**src/rtl/imem_loader_pkg.sv**
```systemverilog
// rtl/imem_loader_pkg.sv - shared types and constants for the instruction-memory boot loader.
package imem_loader_pkg;

  typedef enum logic [2:0] {
    IDLE = 3'd0,
    LEN  = 3'd1,
    DATA = 3'd2,
    CHK  = 3'd3,
    DONE = 3'd4,
    ERR  = 3'd5
  } state_e;

  localparam int HDR_BYTES = 4;

  // Shared with the instruction-memory block so both agree on the boot window.
  localparam logic [31:0] DEF_BASE_ADDR = 32'hBFC00000;
  localparam int unsigned DEF_MEM_BYTES = 4096;

endpackage

```
**src/rtl/imem_loader.sv**
```systemverilog
// rtl/imem_loader.sv - streams a length-prefixed image into instruction memory, holds the core in reset until done.
// Optional trailing checksum byte enabled by IMEM_LOADER_CHECKSUM_EN.
module imem_loader
  import imem_loader_pkg::*;
#(
  parameter int unsigned                  ADDR_WIDTH = 32,
  parameter int unsigned                  DATA_WIDTH = 8,
  parameter logic [ADDR_WIDTH-1:0]        BASE_ADDR  = DEF_BASE_ADDR,
  parameter int unsigned                  MEM_BYTES  = DEF_MEM_BYTES
) (
  input  logic                  clk_i,
  input  logic                  rst_ni,
  input  logic                  start_i,
  input  logic [7:0]            rx_data_i,
  input  logic                  rx_valid_i,
  output logic                  rx_ready_o,
  output logic                  mem_we_o,
  output logic [ADDR_WIDTH-1:0] mem_addr_o,
  output logic [DATA_WIDTH-1:0] mem_wdata_o,
  output logic                  busy_o,
  output logic                  done_o,
  output logic                  err_o,
  output logic                  cpu_rst_no
);

  state_e                  state_q, state_d;
  logic [31:0]             len_q, len_d;
  logic [1:0]              hdr_cnt_q, hdr_cnt_d;
  logic [31:0]             idx_q, idx_d;
  logic                    we_q, we_d;
  logic [ADDR_WIDTH-1:0]   addr_q, addr_d;
  logic [DATA_WIDTH-1:0]   wdata_q, wdata_d;
`ifdef IMEM_LOADER_CHECKSUM_EN
  logic [7:0]              sum_q, sum_d;
`endif

  logic        accept;
  logic [31:0] len_full;

  assign rx_ready_o = (state_q == LEN) || (state_q == DATA) || (state_q == CHK);
  assign accept     = rx_valid_i && rx_ready_o;
  // Header arrives LSB first, so each byte shifts in from the top.
  assign len_full   = {rx_data_i, len_q[31:8]};

  assign busy_o      = rx_ready_o;
  assign done_o      = (state_q == DONE);
  assign err_o       = (state_q == ERR);
  assign cpu_rst_no  = (state_q == DONE);
  assign mem_we_o    = we_q;
  assign mem_addr_o  = addr_q;
  assign mem_wdata_o = wdata_q;

  always_comb begin
    state_d   = state_q;
    len_d     = len_q;
    hdr_cnt_d = hdr_cnt_q;
    idx_d     = idx_q;
    we_d      = 1'b0;
    addr_d    = addr_q;
    wdata_d   = wdata_q;
`ifdef IMEM_LOADER_CHECKSUM_EN
    sum_d     = sum_q;
`endif
    case (state_q)
      IDLE, DONE, ERR: begin
        if (start_i) begin
          state_d   = LEN;
          len_d     = '0;
          hdr_cnt_d = '0;
          idx_d     = '0;
`ifdef IMEM_LOADER_CHECKSUM_EN
          sum_d     = '0;
`endif
        end
      end
      LEN: begin
        if (accept) begin
          len_d     = len_full;
          hdr_cnt_d = hdr_cnt_q + 2'd1;
          if (hdr_cnt_q == 2'(HDR_BYTES - 1)) begin
            idx_d = '0;
            if (len_full == 32'd0) begin
`ifdef IMEM_LOADER_CHECKSUM_EN
              state_d = CHK;
`else
              state_d = DONE;
`endif
            end else if (len_full > 32'(MEM_BYTES)) begin
              state_d = ERR;
            end else begin
              state_d = DATA;
            end
          end
        end
      end
      DATA: begin
        if (accept) begin
          we_d    = 1'b1;
          addr_d  = BASE_ADDR + ADDR_WIDTH'(idx_q);
          wdata_d = DATA_WIDTH'(rx_data_i);
          idx_d   = idx_q + 32'd1;
`ifdef IMEM_LOADER_CHECKSUM_EN
          sum_d   = sum_q + rx_data_i;
`endif
          if (idx_q == len_q - 32'd1) begin
`ifdef IMEM_LOADER_CHECKSUM_EN
            state_d = CHK;
`else
            state_d = DONE;
`endif
          end
        end
      end
`ifdef IMEM_LOADER_CHECKSUM_EN
      CHK: begin
        if (accept) begin
          state_d = (rx_data_i == sum_q) ? DONE : ERR;
        end
      end
`endif
      default: state_d = IDLE;
    endcase
  end

  always_ff @(posedge clk_i or negedge rst_ni) begin
    if (!rst_ni) begin
      state_q   <= IDLE;
      len_q     <= '0;
      hdr_cnt_q <= '0;
      idx_q     <= '0;
      we_q      <= 1'b0;
      addr_q    <= '0;
      wdata_q   <= '0;
`ifdef IMEM_LOADER_CHECKSUM_EN
      sum_q     <= '0;
`endif
    end else begin
      state_q   <= state_d;
      len_q     <= len_d;
      hdr_cnt_q <= hdr_cnt_d;
      idx_q     <= idx_d;
      we_q      <= we_d;
      addr_q    <= addr_d;
      wdata_q   <= wdata_d;
`ifdef IMEM_LOADER_CHECKSUM_EN
      sum_q     <= sum_d;
`endif
    end
  end

endmodule

```
**config.mk**
```make
export PLATFORM = sky130hd
export DESIGN_NAME = imem_loader
export DESIGN_NICKNAME = d
export VERILOG_FILES = /design/src/rtl/imem_loader_pkg.sv /design/src/rtl/imem_loader.sv
export SDC_FILE = /design/constraint.sdc
export NUM_CORES = 1
export LEC_CHECK = 0
export CORE_UTILIZATION = 35
export CTS_CLUSTER_DIAMETER = 200
export DETAILED_ROUTE_END_ITERATION = 10
export SLEW_MARGIN = 20
export SYNTH_ARGS = -nofsm -noshare
export SYNTH_HDL_FRONTEND = slang
export SYNTH_SLANG_ARGS = --single-unit
```
**constraint.sdc**
```tcl
create_clock -name clk_i -period 4.1 [get_ports clk_i]
set_input_delay 0.82 -clock clk_i [delete_from_list [all_inputs] [get_ports clk_i]]
set_output_delay 0.82 -clock clk_i [all_outputs]
set_load 0.02 [all_outputs]
```
Yosys cells after proc, flatten, opt, wreduce, memory -nomap -nowiden

Cells that the tools add are included.

Register bits: 110
Bits in latches: 0
RAM bits: 0
Bits in read-only memories: 0
Bits of input ports: 12
Output and inout port bits: 46
Logic and storage cells: 56
Memories kept: 0

Add/sub/neg operators: 4
Multiply operators: 0
Divide/modulo/power cells: 0
$lt $le $gt $ge: 1
Equal/unequal tests: 12
Shift operators: 0
Mux-type cells: 20
Bitwise logic cells: 0
Reductions and logical operators: 12

Operator list:

| cell                                                                    | count |
|---|---|
| 32-bit two-way mux                                                      | 5 |
| 32-bit one-hot mux with 3 select lines                                  | 1 |
| 32-bit one-hot mux with 2 select lines                                  | 1 |
| 32-bit by 1-bit adder with 32-bit output, second input constant         | 1 |
| 32-bit adder, first input constant                                      | 1 |
| 32-bit == test                                                          | 1 |
| 32-bit by 13-bit > comparator with 1-bit output, second input constant  | 1 |
| 32-bit zero test                                                        | 1 |
| 32-bit by 1-bit subtractor with 32-bit output, second input constant    | 1 |
| 3-bit two-way mux                                                       | 7 |
| 5-bit AND reduction                                                     | 2 |
| 3-bit one-hot mux with 3 select lines                                   | 1 |
| 3-bit by 2-bit == test with 1-bit output, second input constant         | 2 |
| 3-bit == test, second input constant                                    | 2 |
| 2-bit inequality test, second input constant                            | 3 |
| 2-bit two-way mux                                                       | 2 |
| 2-bit by 1-bit inequality test with 1-bit output, second input constant | 2 |
| 2-bit one-hot mux with 2 select lines                                   | 1 |
| 3-bit by 1-bit == test with 1-bit output, second input constant         | 1 |
| 3-bit zero test                                                         | 1 |
| 3-bit AND reduction                                                     | 1 |
| 3-bit nonzero test                                                      | 1 |
| 3-bit OR reduction                                                      | 1 |
| 2-bit by 1-bit adder with 2-bit output, second input constant           | 1 |
| 6 further kinds                                                         | 8 |

Longest topological paths before layout

Depth in word-level cells: 6
Depth in mapped cells: 11
Mapped depth without buffers: 10

Worst setup path after synthesis

Ideal clock, no wire load.

Path type: register -> register
Start: register len_q[14]
End: register state_q[1]
Library setup time: 0.120 ns
Arrival time: 2.997 ns
Data required time: 3.980 ns
Setup slack: 0.983 ns
Cell stages (with the launch flop): 12
Buffers on the path: 3
Clock period less this slack: 3.117 ns
Cell sequence: dfrtp_1 > buf_6 > or4_4 > buf_6 > or4_4 > buf_6 > or4b_1 > a211o_1 > a32oi_1 > nand4_1 > a21oi_1 > nor2_1

Word-level cells in the longest chain between the ends: 6
Elaborated cells between the ends (all ways): 11
Those cells by class: add/sub: 1; order compare: 1; eq/ne: 2; mux: 5; reduce/logical: 2

Ends and longest elaborated chain:

| what                                                                                  | RTL line           | RTL |
|---|---|---|
| from (decl)                                                                           | imem_loader.sv:27  | `logic [31:0] len_q, len_d;` |
| from (signal assigned)                                                                | imem_loader.sv:139 | `len_q <= len_d;` |
| branches (longest 6 deep; another with 32-bit by 1-bit subtractor with 32-bit output) | --                 |  |
| to (signal assigned)                                                                  | imem_loader.sv:138 | `state_q <= state_d;` |
| to (decl)                                                                             | imem_loader.sv:26  | `state_e state_q, state_d;` |

Parallel ways; which one is timed is not known. The select of a mux whose other input is x is not followed.
A chain may end at the register's enable or synchronous reset.

Final worst setup path

Start: register len_q[9]
End: register state_q[1]

Same word-level chain as after synthesis.

==> flow_summary.json <==
{
  "core_um2": 16500,
  "drv_slew": 0,
  "yosysMostFrequentCell": "nand2_1",
  "cts_num_sinks": 110,
  "viasPerCell": 5.24,
  "status": "finished, final reports clean",
  "root_buffer": "clkbuf_16",
  "post_route_cells_drive_above_1_share_pct": 5.99,
  "route.detailed.drc": 0,
  "drv_cap": 0,
  "leakage_nw": 3.11,
  "wl_per_cell_um": 16.8,
  "grt_pass1_vias": 4754,
  "cts_tree": "built",
  "multi_input_area_um2": 2880,
  "ant_nets": 0,
  "syn2layout_area_growth_pct": 17.4,
  "hpwl_um": 10800,
  "netlist_instances": 645,
  "synth-seq-cells": 110,
  "ys_async_sr_fraction_pct": 100,
  "wl_um": 15200,
  "dieArea_um2": 17400,
  "min_period_ns": 3.41,
  "grt_usage_pct": 18.4,
  "yosys.cell_types.count": 61,
  "drt-pass1-iter-count": 7,
  "finalInstanceArea_um2": 6920,
  "place_ws_ns": 0.548,
  "antenna_found_initial": 0,
  "clkTransAtPathRegs_ns": 0.07,
  "routed-wl-met3_um": 561,
  "synth_edf_count": 0,
  "grt_pass1_wl_um": 25100,
  "fp.dieH_um": 132,
  "grt_overflow": 0,
  "synth.area.top_cells": "dfrtp_1, nand2_1, xnor2_1",
  "hold_path_class": "flip-flop to flip-flop",
  "fin_skew_ns": 0.00848,
  "vias": 4738,
  "peakVddDrop_mv": 0.457,
  "post-cts-setup-buffer-count": 0,
  "synth_area_um2": 5890,
  "clkLatencyLatePin_ns": 0.36,
  "synth_top_area_cell": "dfrtp_1",
  "grt_max_degree": 111,
  "fin_tns_setup_ns": 0,
  "dpl_cell_area_um2": 6630,
  "seq_area_frac_synth_pct": 46.7,
  "critical_path_class": "flip-flop to flip-flop",
  "rsz0062_at_grt": "false",
  "tightest_slew_ns": 0.721,
  "dr.max_layer_used": "met4",
  "met1_length_um": 7050,
  "cp-end-kind": "flip-flop",
  "cts_hold_buf": 0,
  "syn_area_per_cell_um2": 9.13,
  "setup_violations": 0,
  "yosysWarnings": 0,
  "hold_violations": 0,
  "critPathArrivalTime_ns": 3.64,
  "synth_top_area_share_pct": 46.7,
  "yosys_most_used_dff": "dfrtp_1",
  "place.gp.congestion": 0.880,
  "regArea_um2": 2750,
  "synthTopCellsByCount": "nand2_1, dfrtp_1, nor2_1",
  "slew_headroom_pct": 51.6,
  "power_density_nw_per_um2": 637,
  "max_freq_mhz": 293,
  "drtIter0Drc": 315,
  "numCtsBuffers": 9,
  "r2r_setup_slack_ns": 0.69,
  "port-buffer-count": 57,
  "clockBufferDepth": 2,
  "cp-start-kind": "flip-flop",
  "cts_max_level": 3,
  "die_width_um": 132,
  "place_inst": 889,
  "rows": 47,
  "finalNetCount": 697,
  "path_max_fanout": 11,
  "wl_met2_um": 7160,
  "finalPower_mw": 4.41,
  "cts_resized": 0,
  "fillers": 1577,
  "critPathRequiredTime_ns": 4.34,
  "n_antenna_cell": 0,
  "io_pins": 58,
  "final_cell_count_no_fill": 905,
  "setup_slack_ns": 0.692,
  "syn_nets": 662,
  "initial_core_util_pct": 35.6,
  "fin_crit_sh_pct": 83.1
}
==> layout make-up <==
type	count	share of cell area, %
clock buffer	12	3.42
inverter	15	0.814
timing repair buffer	68	9.59
multi-input combinational	476	41.6
clock inverter	4	0.796
tap	220	3.98
sequential	110	39.8
==> report_power, final <==
part | switching [mW] | leakage [nW] | internal (mW)
logic | 1.12 | 1.47 | 0.865
clock network | 0.412 | 0.137 | 0.479
registers | 0.298 | 1.51 | 1.23
total | 1.83 | 3.11 | 2.57
==> final timing paths <==
| check | start | end | cells after the start |
|---|---|---|---|
| setup / recovery | len_q[9]$_DFFE_PN0P_ | state_q[1]$_DFFE_PN0P_ | 8 |
| hold / removal | mem_addr_o[12]$_DFFE_PN0P_ | mem_addr_o[12]$_DFFE_PN0P_ | 2 |
| setup reg to reg | len_q[9]$_DFFE_PN0P_ | state_q[1]$_DFFE_PN0P_ | 8 |
| hold reg to reg | mem_addr_o[12]$_DFFE_PN0P_ | mem_addr_o[12]$_DFFE_PN0P_ | 2 |
| max in group asynchronous | rst_ni | len_q[18]$_DFFE_PN0P_ | 2 |
| min in group asynchronous | rst_ni | mem_addr_o[9]$_DFFE_PN0P_ | 2 |
==> per-stage QoR <==
step	utilization [%]	hold WS [ns]
after floorplan	-	0.477
after CTS	41.9	0.480
after global routing	41.9	0.504
final	41.9	0.476
after detailed placement	40.1	0.461
after global placement	40.1	0.459
==> state kept, by name, summed over array words and instances (netlist names) <==
signal and flops:
mem_addr_o 32, hdr_cnt_q 2, len_q 32, mem_we_o 1
idx_q 32, mem_wdata_o 8, state_q 3
==> critical path, stage by stage, from the launching register on <==
cell and delay [ns]:
dfrtp_1 0.45, or4_1 0.73, or4_4 0.66, or4_1 0.51
or3_1 0.38, a32oi_1 0.18, nand4_1 0.15, a21oi_1 0.18
nor2_1 0.05
==> cells in the final DEF (no fill, tap or decap), types with 3 or more instances in the layout <==
cell type	count
clkbuf_1	3
nand4_1	11
xor2_1	34
nand2b_1	4
and2_1	3
clkbuf_16	9
ha_1	5
buf_4	11
nor3_1	13
o21ai_0	19
and4_1	6
or3_1	5
nand3_1	29
nand4b_1	3
xnor2_1	35
inv_1	15
nand2_1	125
nand3b_1	4
nor3b_1	3
and3_1	9
nor2_1	55
nor4_1	12
or4_1	5
a22o_1	31
dfrtp_1	110
clkdlybuf4s50_1	56
a31oi_1	5
a21oi_1	11
nor4b_1	3
nor2b_1	3
==> kinds of logic (layout without fill, tap and decap cells) <==
logic type                 count (synthesis)  in the layout  share of synthesized area (%)
xor gates and xnor gates                  69             69                           10.3
DFF                                      110            110                           46.7
adders and majority gates                  5              5                           1.06
and+or+nand+nor                          305            305                           25.2
AOI/OAI and AO/OA                         94             94                           11.8
muxes                                      3              3                          0.552
buffers and inverters                     59             99                           4.44
==> layer usage <==
metal,vias up,global-route usage (%)
met5,-,0
met4,0,8.53
met3,30,2.69
met2,103,29.7
met1,2297,24.4
li1,2308,-
Note: power is estimated with default switching activity, not from simulation.
==> edit (same flow settings) <==
Add a define of `IMEM_LOADER_CHECKSUM_EN`.
--- a/src/rtl/imem_loader.sv
+++ b/src/rtl/imem_loader.sv
@@ -1,5 +1,7 @@
 // rtl/imem_loader.sv - streams a length-prefixed image into instruction memory, holds the core in reset until done.
 // Optional trailing checksum byte enabled by IMEM_LOADER_CHECKSUM_EN.
+`define IMEM_LOADER_CHECKSUM_EN
+
 module imem_loader
   import imem_loader_pkg::*;
 #(
Check against the original RTL: not equivalent (Yosys sat finds a counterexample within 10 cycles, from zero or initial values and one cycle with rst_ni low).
==> edit against the original RTL <==
  * Sequential cell count up 8
  * Largest power group unchanged
  * Wire length rose by 2.1%
  * Setup slack improved by 0.44 ns
  * Area after synthesis grew 8.7%
  * Cell area is 11% higher
  * Largest cell class unchanged
  * Maximum frequency increased by 15%
  * Via count rose by 4.3%
  * Critical path type unchanged
  * Total power up 13%
==> edit: results (changes against the original RTL) <==
stage	metric	value	unit	change
critical_path	rrSetupSlack	1.13	ns	was 0.69 ns
power	vdd_drop_max	0.000362	V	was 0.000457 V
sta	min_period_over_period	72.3	%	was 83.1%
outcome	status	completed		unchanged
critical_path	critical_path.slowest_cell	dfrtp_1		was or4_1
clocking	cts.reportedPaths.clkPinSlew	0.05	ns	was 0.07 ns
placement	post-place-ws	0.875	ns	was 0.548 ns
global_route	grt.total_usage	17.9	%	was 18.4%
global_route	grt_pass1_vias	4703		was 4754
synth	syn_nets	709		was 662
power	p_leak	0.00354	uW	was 0.00311 uW
critical_path	cp_max_fo	7		was 11
critical_path	cp_data_arrival_time	3.30	ns	was 3.64 ns
global_route	use_met3	3.24	%	was 2.69%
synth	yosys.cell_types.count	53		was 61
finish	nets	750		was 697
sta	skew	0.0109	ns	was 0.00848 ns
global_route	grt_max_degree	64		was 111
placement	gp_congestion	0.871		was 0.880
clocking	cts_buffers	17		was 9
synth	yosysSeqAreaShare	46.1	%	was 46.7%
synth	netlist_top_cells_count	nand2_1, dfrtp_1, nor2_1, xnor2_1, xor2_1		was nand2_1, dfrtp_1, nor2_1, clkbuf_1, xnor2_1
critical_path	r2r_end	state_q[0]		was state_q[1]
placement	dpl.hpwl	10700	um	was 10800 um
finish	drive_above_1_share	7.46	%	was 5.99%
placement	placed_area	7100	um^2	was 6630 um^2
critical_path	reg2reg_depth	10		was 8
clocking	cts-htree-levels	4		was 3
global_route	grtUsageMet1	25.2	%	was 24.4%
edit: final cells by class:
| type | count | area (um^2) |
|---|---|---|
| Fill cell | 1752 | 10300 |
| Multi-Input combinational cell | 512 | 3180 |
| Sequential cell | 118 | 2950 |
| Timing Repair Buffer | 64 | 633 |
| Clock buffer | 22 | 484 |
| Tap cell | 229 | 287 |
| Clock inverter | 9 | 124 |
| Inverter | 12 | 45.0 |
edit: cell families (layout without fill, tap and decap cells):
logic type,count (synthesis),count (layout),synth area share (%)
AO/OA/AOI/OAI,109,109,11.9
multiplexers,1,1,0.176
buffers and inverters,54,107,4.36
AND/OR/NAND/NOR,299,299,22.5
flip-flops,118,118,46.1
adder cells (fa/ha/maj),13,13,2.66
XOR/XNOR,90,90,12.3
edit: stage by stage:
step	utilization, %	std cells
final	42.9	966
after global placement	39.5	935
after global routing	42.9	966
after CTS	42.9	966
after detailed placement	39.5	935
after floorplan	-	684
edit: worst min-delay path: stages (launching register included):
cell and delay (ns):
dfrtp_1 0.34, nand2_1 0.05, nand2_1 0.05
edit: how the worst min path moves through the flow:
stage / start / depth (start not counted) / slack [ns] / endpoint
finish: mem_addr_o[19] / 2 / 0.47 / mem_addr_o[19]
global route: mem_addr_o[2] / 2 / 0.50 / mem_addr_o[2]
CTS: mem_addr_o[19] / 2 / 0.47 / mem_addr_o[19]
detailed placement: mem_wdata_o[5] / 2 / 0.46 / mem_wdata_o[5]
global placement: mem_addr_o[0] / 2 / 0.46 / mem_addr_o[0]
floorplan: sum_q[2] / 2 / 0.45 / sum_q[2]
edit: layer usage:
metal  wire (um)  share of wire, %
met2        7130                46
met1        7890                51
met5           0                 0
met3         408               2.6
met4         142              0.91
edit: power by group through the flow:
stage	sequential, uW	combinational [uW]	clock, uW
after floorplan	1490	1630	0
after global placement	1660	1810	0
after detailed placement	1660	1800	0
after CTS	1640	1820	1540
after global routing	1680	2020	1600
final	1640	1830	1510
